File: src/rtl/alu_pkg.sv
// Shared widths, select encodings and FSM state type for the ALU command sequencer.
package alu_pkg;
    localparam int OP_W  = 3;
    localparam int SEL_W = 2;
    localparam int RES_W = 6;

    localparam logic [SEL_W-1:0] SEL_ADD = 2'b00;
    localparam logic [SEL_W-1:0] SEL_SUB = 2'b01;
    localparam logic [SEL_W-1:0] SEL_MUL = 2'b10;
    localparam logic [SEL_W-1:0] SEL_DIV = 2'b11;

    localparam logic [RES_W-1:0] DIV0_RESULT = 6'h3F;

    typedef enum logic [1:0] {
        ST_IDLE  = 2'd0,
        ST_EXEC  = 2'd1,
        ST_WRITE = 2'd2
    } state_t;
endpackage

File: src/rtl/alu_result_fifo.sv
// Result FIFO: registered storage, power-of-two depth, head visible combinationally.
module alu_result_fifo
    import alu_pkg::*;
#(
    parameter int DEPTH = 4,
    parameter int W     = RES_W + 1,
    localparam int PTR_W = $clog2(DEPTH),
    localparam int CNT_W = PTR_W + 1
) (
    input  logic             clk,
    input  logic             rst_n,
    input  logic             i_push,
    input  logic [W-1:0]     i_wdata,
    input  logic             i_pop,
    output logic [W-1:0]     o_rdata,
    output logic             o_valid,
    output logic [CNT_W-1:0] o_count
);
    localparam logic [CNT_W-1:0] FULL_CNT = CNT_W'(DEPTH);

    logic [W-1:0]     r_mem [DEPTH];
    logic [PTR_W-1:0] r_wr_ptr;
    logic [PTR_W-1:0] r_rd_ptr;
    logic [CNT_W-1:0] r_count;
    logic             w_do_push;
    logic             w_do_pop;

    assign w_do_pop  = i_pop && (r_count != '0);
    // A push into a full FIFO is still legal when the same edge frees a slot.
    assign w_do_push = i_push && ((r_count != FULL_CNT) || w_do_pop);

    always_ff @(posedge clk or negedge rst_n) begin
        if (!rst_n) begin
            r_wr_ptr <= '0;
            r_rd_ptr <= '0;
            r_count  <= '0;
            for (int i = 0; i < DEPTH; i++) begin
                r_mem[i] <= '0;
            end
        end else begin
            if (w_do_push) begin
                r_mem[r_wr_ptr] <= i_wdata;
                r_wr_ptr        <= r_wr_ptr + PTR_W'(1);
            end
            if (w_do_pop) begin
                r_rd_ptr <= r_rd_ptr + PTR_W'(1);
            end
            case ({w_do_push, w_do_pop})
                2'b10:   r_count <= r_count + CNT_W'(1);
                2'b01:   r_count <= r_count - CNT_W'(1);
                default: r_count <= r_count;
            endcase
        end
    end

    assign o_rdata = r_mem[r_rd_ptr];
    assign o_valid = (r_count != '0);
    assign o_count = r_count;
endmodule

File: src/rtl/alu_cmd_sequencer.sv
// Registered front end for arithmetic_unit: accepts command bytes, drives operands,
// captures the result (with divide-by-zero flag) and queues it for a downstream consumer.
module alu_cmd_sequencer
    import alu_pkg::*;
#(
    parameter int DEPTH = 4
) (
    input  logic                   clk,
    input  logic                   rst_n,
    input  logic [7:0]             cmd_data,
    input  logic                   cmd_valid,
    output logic                   cmd_ready,
    output logic [OP_W-1:0]        alu_a,
    output logic [OP_W-1:0]        alu_b,
    output logic [SEL_W-1:0]       alu_sel,
    input  logic [RES_W-1:0]       alu_result,
    output logic [RES_W-1:0]       res_data,
    output logic                   res_err,
    output logic                   res_valid,
    input  logic                   res_ready,
    output logic                   busy,
    output logic [$clog2(DEPTH):0] fifo_count
);
    localparam int CNT_W = $clog2(DEPTH) + 1;
    localparam logic [CNT_W-1:0] FULL_CNT = CNT_W'(DEPTH);

    state_t            r_state;
    state_t            w_next_state;
    logic [OP_W-1:0]   r_alu_a;
    logic [OP_W-1:0]   r_alu_b;
    logic [SEL_W-1:0]  r_alu_sel;
    logic [RES_W-1:0]  r_res_q;
    logic              r_err_q;
    logic              w_accept;
    logic              w_push;
    logic              w_div0;
    logic [RES_W:0]    w_head;

    always_ff @(posedge clk or negedge rst_n) begin
        if (!rst_n) begin
            r_state <= ST_IDLE;
        end else begin
            r_state <= w_next_state;
        end
    end

    // cmd_ready depends only on state and occupancy, never on cmd_valid.
    always_comb begin
        w_next_state = r_state;
        cmd_ready    = 1'b0;
        w_push       = 1'b0;
        busy         = 1'b1;
        case (r_state)
            ST_IDLE: begin
                busy      = 1'b0;
                cmd_ready = (fifo_count < FULL_CNT);
                if (cmd_valid && cmd_ready) begin
                    w_next_state = ST_EXEC;
                end
            end
            ST_EXEC: begin
                w_next_state = ST_WRITE;
            end
            ST_WRITE: begin
                w_push       = 1'b1;
                w_next_state = ST_IDLE;
            end
            default: begin
                w_next_state = ST_IDLE;
            end
        endcase
    end

    assign w_accept = cmd_valid && cmd_ready;
    assign w_div0   = (r_alu_sel == SEL_DIV) && (r_alu_b == '0);

    always_ff @(posedge clk or negedge rst_n) begin
        if (!rst_n) begin
            r_alu_a   <= '0;
            r_alu_b   <= '0;
            r_alu_sel <= '0;
            r_res_q   <= '0;
            r_err_q   <= 1'b0;
        end else begin
            if (w_accept) begin
                r_alu_a   <= cmd_data[OP_W-1:0];
                r_alu_b   <= cmd_data[2*OP_W-1:OP_W];
                r_alu_sel <= cmd_data[7:6];
            end
            if (r_state == ST_EXEC) begin
                r_res_q <= w_div0 ? DIV0_RESULT : alu_result;
                r_err_q <= w_div0;
            end
        end
    end

    alu_result_fifo #(
        .DEPTH (DEPTH),
        .W     (RES_W + 1)
    ) u_fifo (
        .clk     (clk),
        .rst_n   (rst_n),
        .i_push  (w_push),
        .i_wdata ({r_err_q, r_res_q}),
        .i_pop   (res_ready),
        .o_rdata (w_head),
        .o_valid (res_valid),
        .o_count (fifo_count)
    );

    assign alu_a    = r_alu_a;
    assign alu_b    = r_alu_b;
    assign alu_sel  = r_alu_sel;
    assign res_data = w_head[RES_W-1:0];
    assign res_err  = w_head[RES_W];
endmodule

File: config.mk
export PLATFORM = sky130hd
export DESIGN_NAME = alu_cmd_sequencer
export DESIGN_NICKNAME = d
export VERILOG_FILES = /design/src/rtl/alu_pkg.sv /design/src/rtl/alu_result_fifo.sv /design/src/rtl/alu_cmd_sequencer.sv
export SDC_FILE = /design/constraint.sdc
export NUM_CORES = 1
export LEC_CHECK = 0
export ABC_AREA = 1
export CAP_MARGIN = 20
export CORE_MARGIN = 4
export CORE_UTILIZATION = 48
export CTS_CLUSTER_SIZE = 8
export DETAILED_ROUTE_END_ITERATION = 8
export GPL_ROUTABILITY_DRIVEN = 0
export PLACE_DENSITY = 0.72
export SKIP_CTS_REPAIR_TIMING = 1
export SLEW_MARGIN = 30
export SYNTH_ARGS = -nofsm -noshare
export SYNTH_HDL_FRONTEND = slang
export SYNTH_SLANG_ARGS = --single-unit
File: constraint.sdc
create_clock -name clk -period 1.9 [get_ports clk]
set_input_delay 0.38 -clock clk [delete_from_list [all_inputs] [get_ports clk]]
set_output_delay 0.38 -clock clk [all_outputs]
set_load 0.05 [all_outputs]
==> results of run 1 <==
## flip-flops by register name, indices dropped and copies added, names as in the netlist
name,cells
r_err_q,1
alu_a,3
alu_b,3
r_state,2
u_fifo.r_rd_ptr,2
r_res_q,6
u_fifo.r_wr_ptr,2
u_fifo.r_mem,28
u_fifo.o_count,3
alu_sel,2
## final timing paths
| path | cells past startpoint | endpoint | start |
|---|---|---|---|
| min in group clk | 2 | u_fifo.r_mem[8]$_DFFE_PN0P_ | u_fifo.r_mem[8]$_DFFE_PN0P_ |
| worst min-delay path | 2 | u_fifo.r_rd_ptr[1]$_DFFE_PN0P_ | rst_n |
| max in group asynchronous | 2 | u_fifo.o_count[2]$_DFFE_PN0P_ | rst_n |
| worst max-delay path | 1 | alu_a[2] | alu_a[2]$_DFFE_PN0P_ |
| worst min register to register | 2 | u_fifo.r_mem[8]$_DFFE_PN0P_ | u_fifo.r_mem[8]$_DFFE_PN0P_ |
| worst max register to register | 9 | u_fifo.o_count[1]$_DFFE_PN0P_ | u_fifo.o_count[1]$_DFFE_PN0P_ |
## cell usage in the layout, fill, tap and decap left out, types with 3 or more instances in the layout
cell             instances
nand2_1                 86
dfrtp_1                 48
nand4_1                 28
nor2_1                  24
buf_4                   23
clkdlybuf4s50_1         17
o21ai_0                 12
nand2_2                 10
buf_12                  10
o21ai_1                  9
inv_1                    8
o22ai_2                  7
ha_1                     5
clkbuf_8                 5
inv_2                    4
nand3_2                  4
nand3_1                  4
dfrtp_2                  4
nor2_2                   3
## final cells by class
class | instances | area, um^2
Tap cell | 70 | 87.58
Inverter | 15 | 67.56
Clock inverter | 2 | 35.03
Timing Repair Buffer | 53 | 573.1
Multi-Input combinational cell | 205 | 1150
Fill cell | 456 | 1815
Clock buffer | 6 | 72.57
Sequential cell | 52 | 1306
## kinds of logic (layout without fill, tap and decap cells)
logic type,after synthesis,after routing
xor+xnor,4,4
fa+ha+maj,6,6
buf+inv,29,76
simple gates,167,167
flops,52,52
compound gates,28,28
## power by group
part	switching, mW	internal, mW	total, mW
logic	2.42	1.59	4.01
registers	0.436	1.61	2.04
clock network	0.341	0.391	0.731
total	3.20	3.59	6.79
## per-stage QoR
| step | setup slack (ns) | instance area, um^2 |
|---|---|---|
| 2_1_floorplan | -0.05952 | 2614 |
| 3_3_place_gp | -0.1984 | 3153 |
| 3_5_place_dp | -0.3054 | 3153 |
| 4_1_cts | -0.03618 | 3261 |
| 5_1_grt | -0.01801 | 3292 |
| 6_report | 0.05791 | 3292 |
## cells in the mapped netlist (5+ instances only)
cell type,instances
dfrtp_1,52
ha_1,5
inv_1,10
nand2_1,88
nand2_2,10
nand4_1,28
nor2_1,26
o21ai_0,14
o21ai_1,7
o22ai_1,7
## routing by layer
metal | vias up | GRT usage
li1 | 1036 | -
met1 | 954 | 0.2626
met2 | 58 | 0.3295
met3 | 4 | 0.03700
met4 | 0 | 0.04054
met5 | - | 0
==> metrics.cfg, run 1 <==
[outcome]
status=complete, no violations

[layout]
finalNetCount=356
n_antenna_cell=0
post-route-util=0.6445
syn_to_final_growth_pct=30.12
stdcell_count=403
drive_above_1_share=0.2523

[yosys]
synth_top_area_share=0.5143
synth-xor-area-share=0.01385
synthMuxAreaShare=0
syn_inst=286
synth_top_cell_by_area=dfrtp_1
synth_compound_area_frac=0.05885
synth_cell_types=29
synth_fp_nets=310
synth_top_family_by_area=simple AND/OR/NAND/NOR gates
yosys_warnings=0
syn_area_mm2=0.002530
synthTopCellsByArea=dfrtp_1 51%, nand2_1 13%, nand4_1 6.9%, nor2_1 3.9%, o21ai_0 2.8%
yosys.area_share.simple=0.3175
ys.flop_type=dfrtp_1
syn_area_per_cell_um2=8.846
synth-seq-area-share=0.5143
synth_edf_count=0
async_reset_ff_frac=1.000
synth_fa_ha_area_frac=0.03264
ys_ff_latch=52

[sta]
final.setup.tns_ns=0
clock_skew_ns=0.007766
fmax_ghz=0.5429
post-route-min-period_ns=1.842
tightest_slew_ns=0.5145
slew_headroom=0.6565
rsz0062_at_grt=true
finalSetupViolCount=0
whs_ns=0.06022
post-route-period-util=0.9695
hold_viol_final=0
slew_violations=0

[placement]
port_buffers=38
dp_cells=392
dp_hpwl_um=3966

[pwr]
cellLeakagePower_nw=1.635
p_per_area_mw_per_mm2=2062
finalPower_mw=6.788
ir_worst_vdd_mv=1.273

[setup_path]
cp_slowest_cell=clkdlybuf4s50_1
critPathTopFamily=buffers and inverters
critPathBufInv=1
endpoint_kind=output port
path_cells=clkdlybuf4s50_1
worstSetupPathType=reg -> out
cp.required_ns=1.52
critPathMaxStageDelay_ns=0.80
worstPathArrival_ns=1.46
startpoint_type=flop
reg2reg_slack_ns=0.11
crit_fanout=2

[die]
core_area_mm2=0.005107
io_pins=39
die_w_um=80.60
dieHeight_um=80.60
die_area_mm2=0.006496
fp-row-count=26
initial_core_util=0.4953

[grt]
grt_max_degree=53
grt_pass1_wl_um=9832
antenna_found_initial=0
grt_pass1_vias=2040
track_usage=0.1956
overflow=0

[clock_tree]
cts_tree=done
clock-root-buffer=clkbuf_8
cts_made_buffers=5
ctsLongestPathBuffers=2
clk_latency_ns=0.30
clkSlewWorstSetupHoldPaths_ns=0.09
cts_sinks=52
h-tree-depth=2

[routing]
dr_wl_met3_um=360
met1_length_um=2439
highest-signal-layer=met4
detail_route.wl_per_cell_um=13.71
wl_met2_um=2685
ant_nets=0
wl_um=5526
avgViaCountPerCell=5.092
drt_iter0_markers=180
dr.pass1.iters=4
via_count=2052
route.detailed.drc=0

[run]
cap_violations=0

[worst_hold_path]
hp-class=in -> async

Power figures use the tool's default switching activity.
==> run 2: changes to the inputs <==
HOLD_SLACK_MARGIN = 0.12   (was default)
==> run 2 against run 1 <==
Compared with the run above:
- clock-buffer cell count stayed put
- flip-flop and latch count is the same
- total power is 0.23% higher
- clock skew shrank 0.0011 ns
- worst setup slack better by 0.0016 ns
- via count is 1.5% higher
- first-iteration DRC count is 5.0% higher
- register-to-register slack about the same
- critical path type unchanged
- highest routed layer unchanged
==> metrics.cfg, run 2 (synthesis results as in run 1) <==
[outcome]
status=complete, no violations

[clock_tree]
clkSlewWorstSetupHoldPaths_ns=0.09  ; about the same
cts_sinks=52  ; unchanged
ctsLongestPathBuffers=2  ; unchanged
clk_latency_ns=0.30  ; about the same
clock-root-buffer=clkbuf_8
h-tree-depth=2  ; unchanged
cts_made_buffers=5  ; unchanged
cts_tree=done

[placement]
dp_hpwl_um=3966  ; unchanged
port_buffers=38  ; unchanged
detailed_place.area_mm2=0.003153  ; unchanged
dp_cells=392  ; unchanged
pre_cts_ws_ns=-0.3054  ; unchanged

[pwr]
finalPower_mw=6.803  ; +0.23%
cellLeakagePower_nw=1.639  ; +0.26%
p_per_area_mw_per_mm2=2060  ; about the same
ir_worst_vdd_mv=1.273  ; about the same

[routing]
route.detailed.drc=0  ; unchanged
wl_um=5519  ; -0.13%
via_count=2082  ; +1.5%
detail_route.wl_per_cell_um=13.66  ; -0.37%
ant_nets=0  ; unchanged
dr.pass1.iters=4  ; unchanged
drt_iter0_markers=189  ; +5.0%
avgViaCountPerCell=5.153  ; +1.2%

[setup_path]
cp.required_ns=1.52  ; about the same
worstPathArrival_ns=1.46  ; about the same
startpoint_type=flop
path_cells=clkdlybuf4s50_1
critPathBufInv=1  ; unchanged
worstSetupPathType=reg -> out
r2r-start=u_fifo.o_count[1]$_DFFE_PN0P_
critPathMaxStageDelay_ns=0.80  ; about the same
rr_worst_depth=9  ; unchanged
r2r_end=u_fifo.o_count[1]$_DFFE_PN0P_
reg2reg_slack_ns=0.11  ; about the same
critPathTopFamily=buffers and inverters
crit_fanout=2  ; unchanged
cp_slowest_cell=clkdlybuf4s50_1
endpoint_kind=output port

[sta]
slew_headroom=0.6560  ; about the same
hold_viol_final=0  ; unchanged
setup_ws_ns=0.05951  ; +0.001599 ns
rsz0062_at_grt=true
tightest_slew_ns=0.5151  ; +0.0006719 ns
whs_ns=0.4730  ; +0.4127 ns
fmax_ghz=0.5433  ; about the same
slew_violations=0  ; unchanged
finalSetupViolCount=0  ; unchanged
post-route-min-period_ns=1.840  ; -0.001599 ns
clock_skew_ns=0.006642  ; -0.001124 ns
post-route-period-util=0.9687  ; about the same

[grt]
grt_pass1_wl_um=9832  ; unchanged
track_usage=0.1956  ; unchanged
overflow=0  ; unchanged
grt_max_degree=53  ; unchanged
antenna_found_initial=0  ; unchanged
grt_pass1_vias=2040  ; unchanged

[layout]
final_cell_mix=86 x nand2_1, 48 x dfrtp_1, 28 x nand4_1
n_antenna_cell=0  ; unchanged
largest_register_ffs=28  ; unchanged
syn_to_final_growth_pct=30.51
top_register=u_fifo.r_mem
fillers=455  ; -0.22%
drive_above_1_share=0.2515  ; -0.0007552
finalNetCount=357  ; +0.28%
largestRegisters=u_fifo.r_mem (28), r_res_q (6)
layout_commonest_cell=nand2_1
stdcell_area_mm2=0.003302  ; +0.30%
stdcell_count=404  ; +0.25%

[die]
die_w_um=80.60  ; unchanged
io_pins=39  ; unchanged
die_area_mm2=0.006496  ; unchanged
fp-row-count=26  ; unchanged
dieHeight_um=80.60  ; unchanged
initial_core_util=0.4953  ; unchanged
core_area_mm2=0.005107  ; unchanged

[worst_hold_path]
min_to=u_fifo.r_mem[8]$_DFFE_PN0P_
hp-start=u_fifo.r_mem[8]$_DFFE_PN0P_
hold_path_depth=2
hp-class=reg -> reg

[run]
cap_violations=0  ; unchanged

==> run 2: cell count changes in the layout (fill, tap and decap cells not counted), sizes merged <==
| cell | before | now |
|---|---|---|
| dlygate4sd3 | 0 | 1 |
==> run 2: where the power goes <==
group          switching, mW  internal (mW)
clock network          0.346          0.391
logic                   2.43           1.59
registers              0.439           1.61
==> run 2: worst max-delay path by stage <==
stage / start / to / slack [ns] / depth (start not counted)
after global routing: res_ready / u_fifo.o_count[2]$_DFFE_PN0P_ / -0.02 / 11
after detailed placement: res_ready / u_fifo.o_count[2]$_DFFE_PN0P_ / -0.31 / 10
after floorplan: u_fifo.o_count[2]$_DFFE_PN0P_ / u_fifo.o_count[2]$_DFFE_PN0P_ / -0.06 / 10
final: alu_a[2]$_DFFE_PN0P_ / alu_a[2] / 0.06 / 1
after global placement: res_ready / u_fifo.o_count[2]$_DFFE_PN0P_ / -0.20 / 10
after CTS: u_fifo.r_rd_ptr[1]$_DFFE_PN0P_ / res_data[5] / -0.04 / 4
==> run 2: per-stage QoR <==
| stage | TNS, ns | utilization |
|---|---|---|
| finish | 0 | 0.6465 |
| global route | -0.03295 | 0.6465 |
| CTS | -0.08084 | 0.6384 |
| detailed placement | -0.4630 | 0.6173 |
| global placement | -0.2682 | 0.6173 |
| floorplan | -0.06882 | - |
==> run 2: layout make-up <==
class / instances / area, um^2 / area share
clock buffers: 6 / 72.57 / 0.02198
clock inverters: 2 / 35.03 / 0.01061
multi-input cells: 205 / 1150 / 0.3482
well taps: 70 / 87.58 / 0.02653
repair buffers: 54 / 583.1 / 0.1766
flip-flops and latches: 52 / 1306 / 0.3956
inverters: 15 / 67.56 / 0.02046
==> run 2: per-layer routing <==
layer  routed length, um  vias up  track usage
li1                    -     1037            -
met1                2477      989       0.2626
met2                2680       50       0.3295
met3                 309        6      0.03700
met4                  52        0      0.04054
met5                   0        -            0
==> run 3: changes to the inputs <==
CORE_MARGIN = 2   (was 4)
==> run 3 against run 2 <==
Compared with the run above:
- first-iteration DRC count decreased by 5.8%
- total power is 2.9% higher
- flip-flop and latch count did not move
- combinational power increased by 3%
- critical path depth is the same
- cell count up 0.25%
- via count grew 2.4%
- fmax about the same
==> metrics.cfg, run 3 (synthesis results as in run 1) <==
[outcome]
status=complete, no violations

[setup_path]
critPathMaxStageDelay_ns=0.80  ; about the same
critPathCapture=alu_a[0]
crit_start=alu_a[0]$_DFFE_PN0P_
critPathBufInv=1  ; unchanged
endpoint_kind=output port
startpoint_type=flop
cp.required_ns=1.52  ; about the same
rr_worst_depth=12  ; +3
cp_slowest_cell=clkdlybuf4s50_1
worstPathArrival_ns=1.46  ; about the same
crit_fanout=2  ; unchanged
r2r-start=u_fifo.o_count[1]$_DFFE_PN0P_
worstSetupPathType=reg -> out
path_cells=clkdlybuf4s50_1
cp.depth=1  ; unchanged
reg2reg_slack_ns=0.07  ; -0.04 ns
r2r_end=u_fifo.o_count[2]$_DFFE_PN0P_
critPathTopFamily=buffers and inverters

[die]
fp-row-count=26  ; unchanged
core_area_mm2=0.005107  ; unchanged
initial_core_util=0.4953  ; unchanged
io_pins=39  ; unchanged
dieHeight_um=76.60  ; -5.0%
die_w_um=76.60  ; -5.0%
die_area_mm2=0.005868  ; -9.7%

[placement]
dp_hpwl_um=3990  ; +0.61%
dp_cells=391  ; -0.26%
pre_cts_ws_ns=-0.2719  ; +0.03352 ns
port_buffers=38  ; unchanged

[pwr]
share_clk_of_total_power=0.117  ; +0.009
swShare=0.4685  ; -0.004039
ir_worst_vdd_mv=1.088  ; -15%
p_int_mw=3.722  ; +3.7%
finalPower_mw=7.003  ; +2.9%
p_per_area_mw_per_mm2=2091  ; +1.5%
comb_power_share=0.590  ; about the same
p_switching_mw=3.281  ; +2.0%
seq_power_share=0.293  ; -0.008
cellLeakagePower_nw=1.658  ; +1.1%

[layout]
drive_above_1_share=0.2597  ; +0.008204
syn_to_final_growth_pct=32.39
final_cell_mix=86 x nand2_1, 48 x dfrtp_1, 28 x nand4_1
finalNetCount=358  ; +0.28%
fillers=425  ; -6.6%
stdcell_count=405  ; +0.25%
multi_input_comb_area_mm2=0.001152  ; +0.22%
largestRegisters=u_fifo.r_mem (28), r_res_q (6)
layout_commonest_cell=nand2_1
largest_register_ffs=28  ; unchanged
n_antenna_cell=0  ; unchanged
seq_area_mm2=0.001306  ; unchanged
post-route-util=0.6558  ; +0.009309
top_register=u_fifo.r_mem

[sta]
post-route-min-period_ns=1.842  ; +0.001406 ns
slew_violations=0  ; unchanged
fmax_ghz=0.5429  ; about the same
clock_skew_ns=0.006121  ; -0.0005209 ns
setup_ws_ns=0.05810  ; -0.001406 ns
hold_viol_final=0  ; unchanged
whs_ns=0.4775  ; +0.004538 ns
tightest_slew_ns=0.5317  ; +0.01655 ns
finalSetupViolCount=0  ; unchanged
post-route-period-util=0.9694  ; about the same
slew_headroom=0.6455  ; -0.01047

[clock_tree]
clock-root-buffer=clkbuf_8
h-tree-depth=2  ; unchanged
cts_sinks=52  ; unchanged
ctsLongestPathBuffers=2  ; unchanged
cts_tree=done
cts_made_buffers=5  ; unchanged
clkSlewWorstSetupHoldPaths_ns=0.09  ; about the same
clk_latency_ns=0.31  ; about the same

[grt]
grt_pass1_vias=2034  ; -0.29%
grt_pass1_wl_um=10030  ; +2.0%
antenna_found_initial=0  ; unchanged
track_usage=0.2151  ; +0.01957
overflow=0  ; unchanged
grt_max_degree=35  ; -34%

[routing]
drt_iter0_markers=178  ; -5.8%
ant_nets=0  ; unchanged
dr.pass1.iters=5  ; +1
avgViaCountPerCell=5.264  ; +2.1%
detail_route.wl_per_cell_um=14.28  ; +4.5%
route.detailed.drc=0  ; unchanged
wl_um=5784  ; +4.8%
via_count=2132  ; +2.4%

[worst_hold_path]
hp-start=u_fifo.r_mem[13]$_DFFE_PN0P_
hp-class=reg -> reg

[run]
cap_violations=0  ; unchanged

-- run 3: cell types whose count changed in the layout (fill, tap and decap cells not counted), sizes merged --
cell | previous run | this run
buf | 34 | 35
clkinv | 2 | 1
clkbuf | 6 | 7
-- run 3: how the worst min path moves through the flow --
stage,to,slack [ns],cells past startpoint
2_1_floorplan,alu_a[0]$_DFFE_PN0P_,0.08,0
3_3_place_gp,u_fifo.o_count[0]$_DFFE_PN0P_,0.39,1
3_5_place_dp,u_fifo.o_count[1]$_DFFE_PN0P_,0.39,1
4_1_cts,r_res_q[5]$_DFFE_PN0N_,0.05,1
5_1_grt,u_fifo.r_mem[13]$_DFFE_PN0P_,0.50,2
6_report,u_fifo.r_mem[13]$_DFFE_PN0P_,0.48,2
-- run 3: through the flow --
| step | setup TNS [ns] | instance area (um^2) |
|---|---|---|
| 6_report | 0 | 3349 |
| 3_5_place_dp | -0.3907 | 3146 |
| 2_1_floorplan | -0.06882 | 2614 |
| 5_1_grt | -0.02782 | 3349 |
| 4_1_cts | -0.04908 | 3272 |
| 3_3_place_gp | -0.2723 | 3146 |
-- run 3: power by group through the flow --
stage | logic [mW] | clock network (mW) | registers (mW)
after floorplan | 2.26 | 0 | 2.31
after global placement | 3.90 | 0 | 2.04
after detailed placement | 3.98 | 0 | 2.06
after CTS | 3.99 | 0.833 | 2.05
after global routing | 4.44 | 0.884 | 2.12
final | 4.13 | 0.818 | 2.05
-- run 3: layout make-up --
| cell class | count | area share |
|---|---|---|
| clock inverter | 1 | 0.008965 |
| timing repair buffer | 55 | 0.1812 |
| tap | 70 | 0.02615 |
| clock buffer | 7 | 0.02876 |
| multi-input combinational | 205 | 0.3440 |
| sequential | 52 | 0.3900 |
| inverter | 15 | 0.02092 |
-- run 3: metal layers --
| metal | global-route usage | wire [um] | vias to the layer above |
|---|---|---|---|
| li1 | - | - | 1039 |
| met1 | 0.2922 | 2608 | 1025 |
| met2 | 0.3460 | 2846 | 64 |
| met3 | 0.05213 | 316 | 4 |
| met4 | 0.06000 | 12 | 0 |
| met5 | 0 | 0 | - |
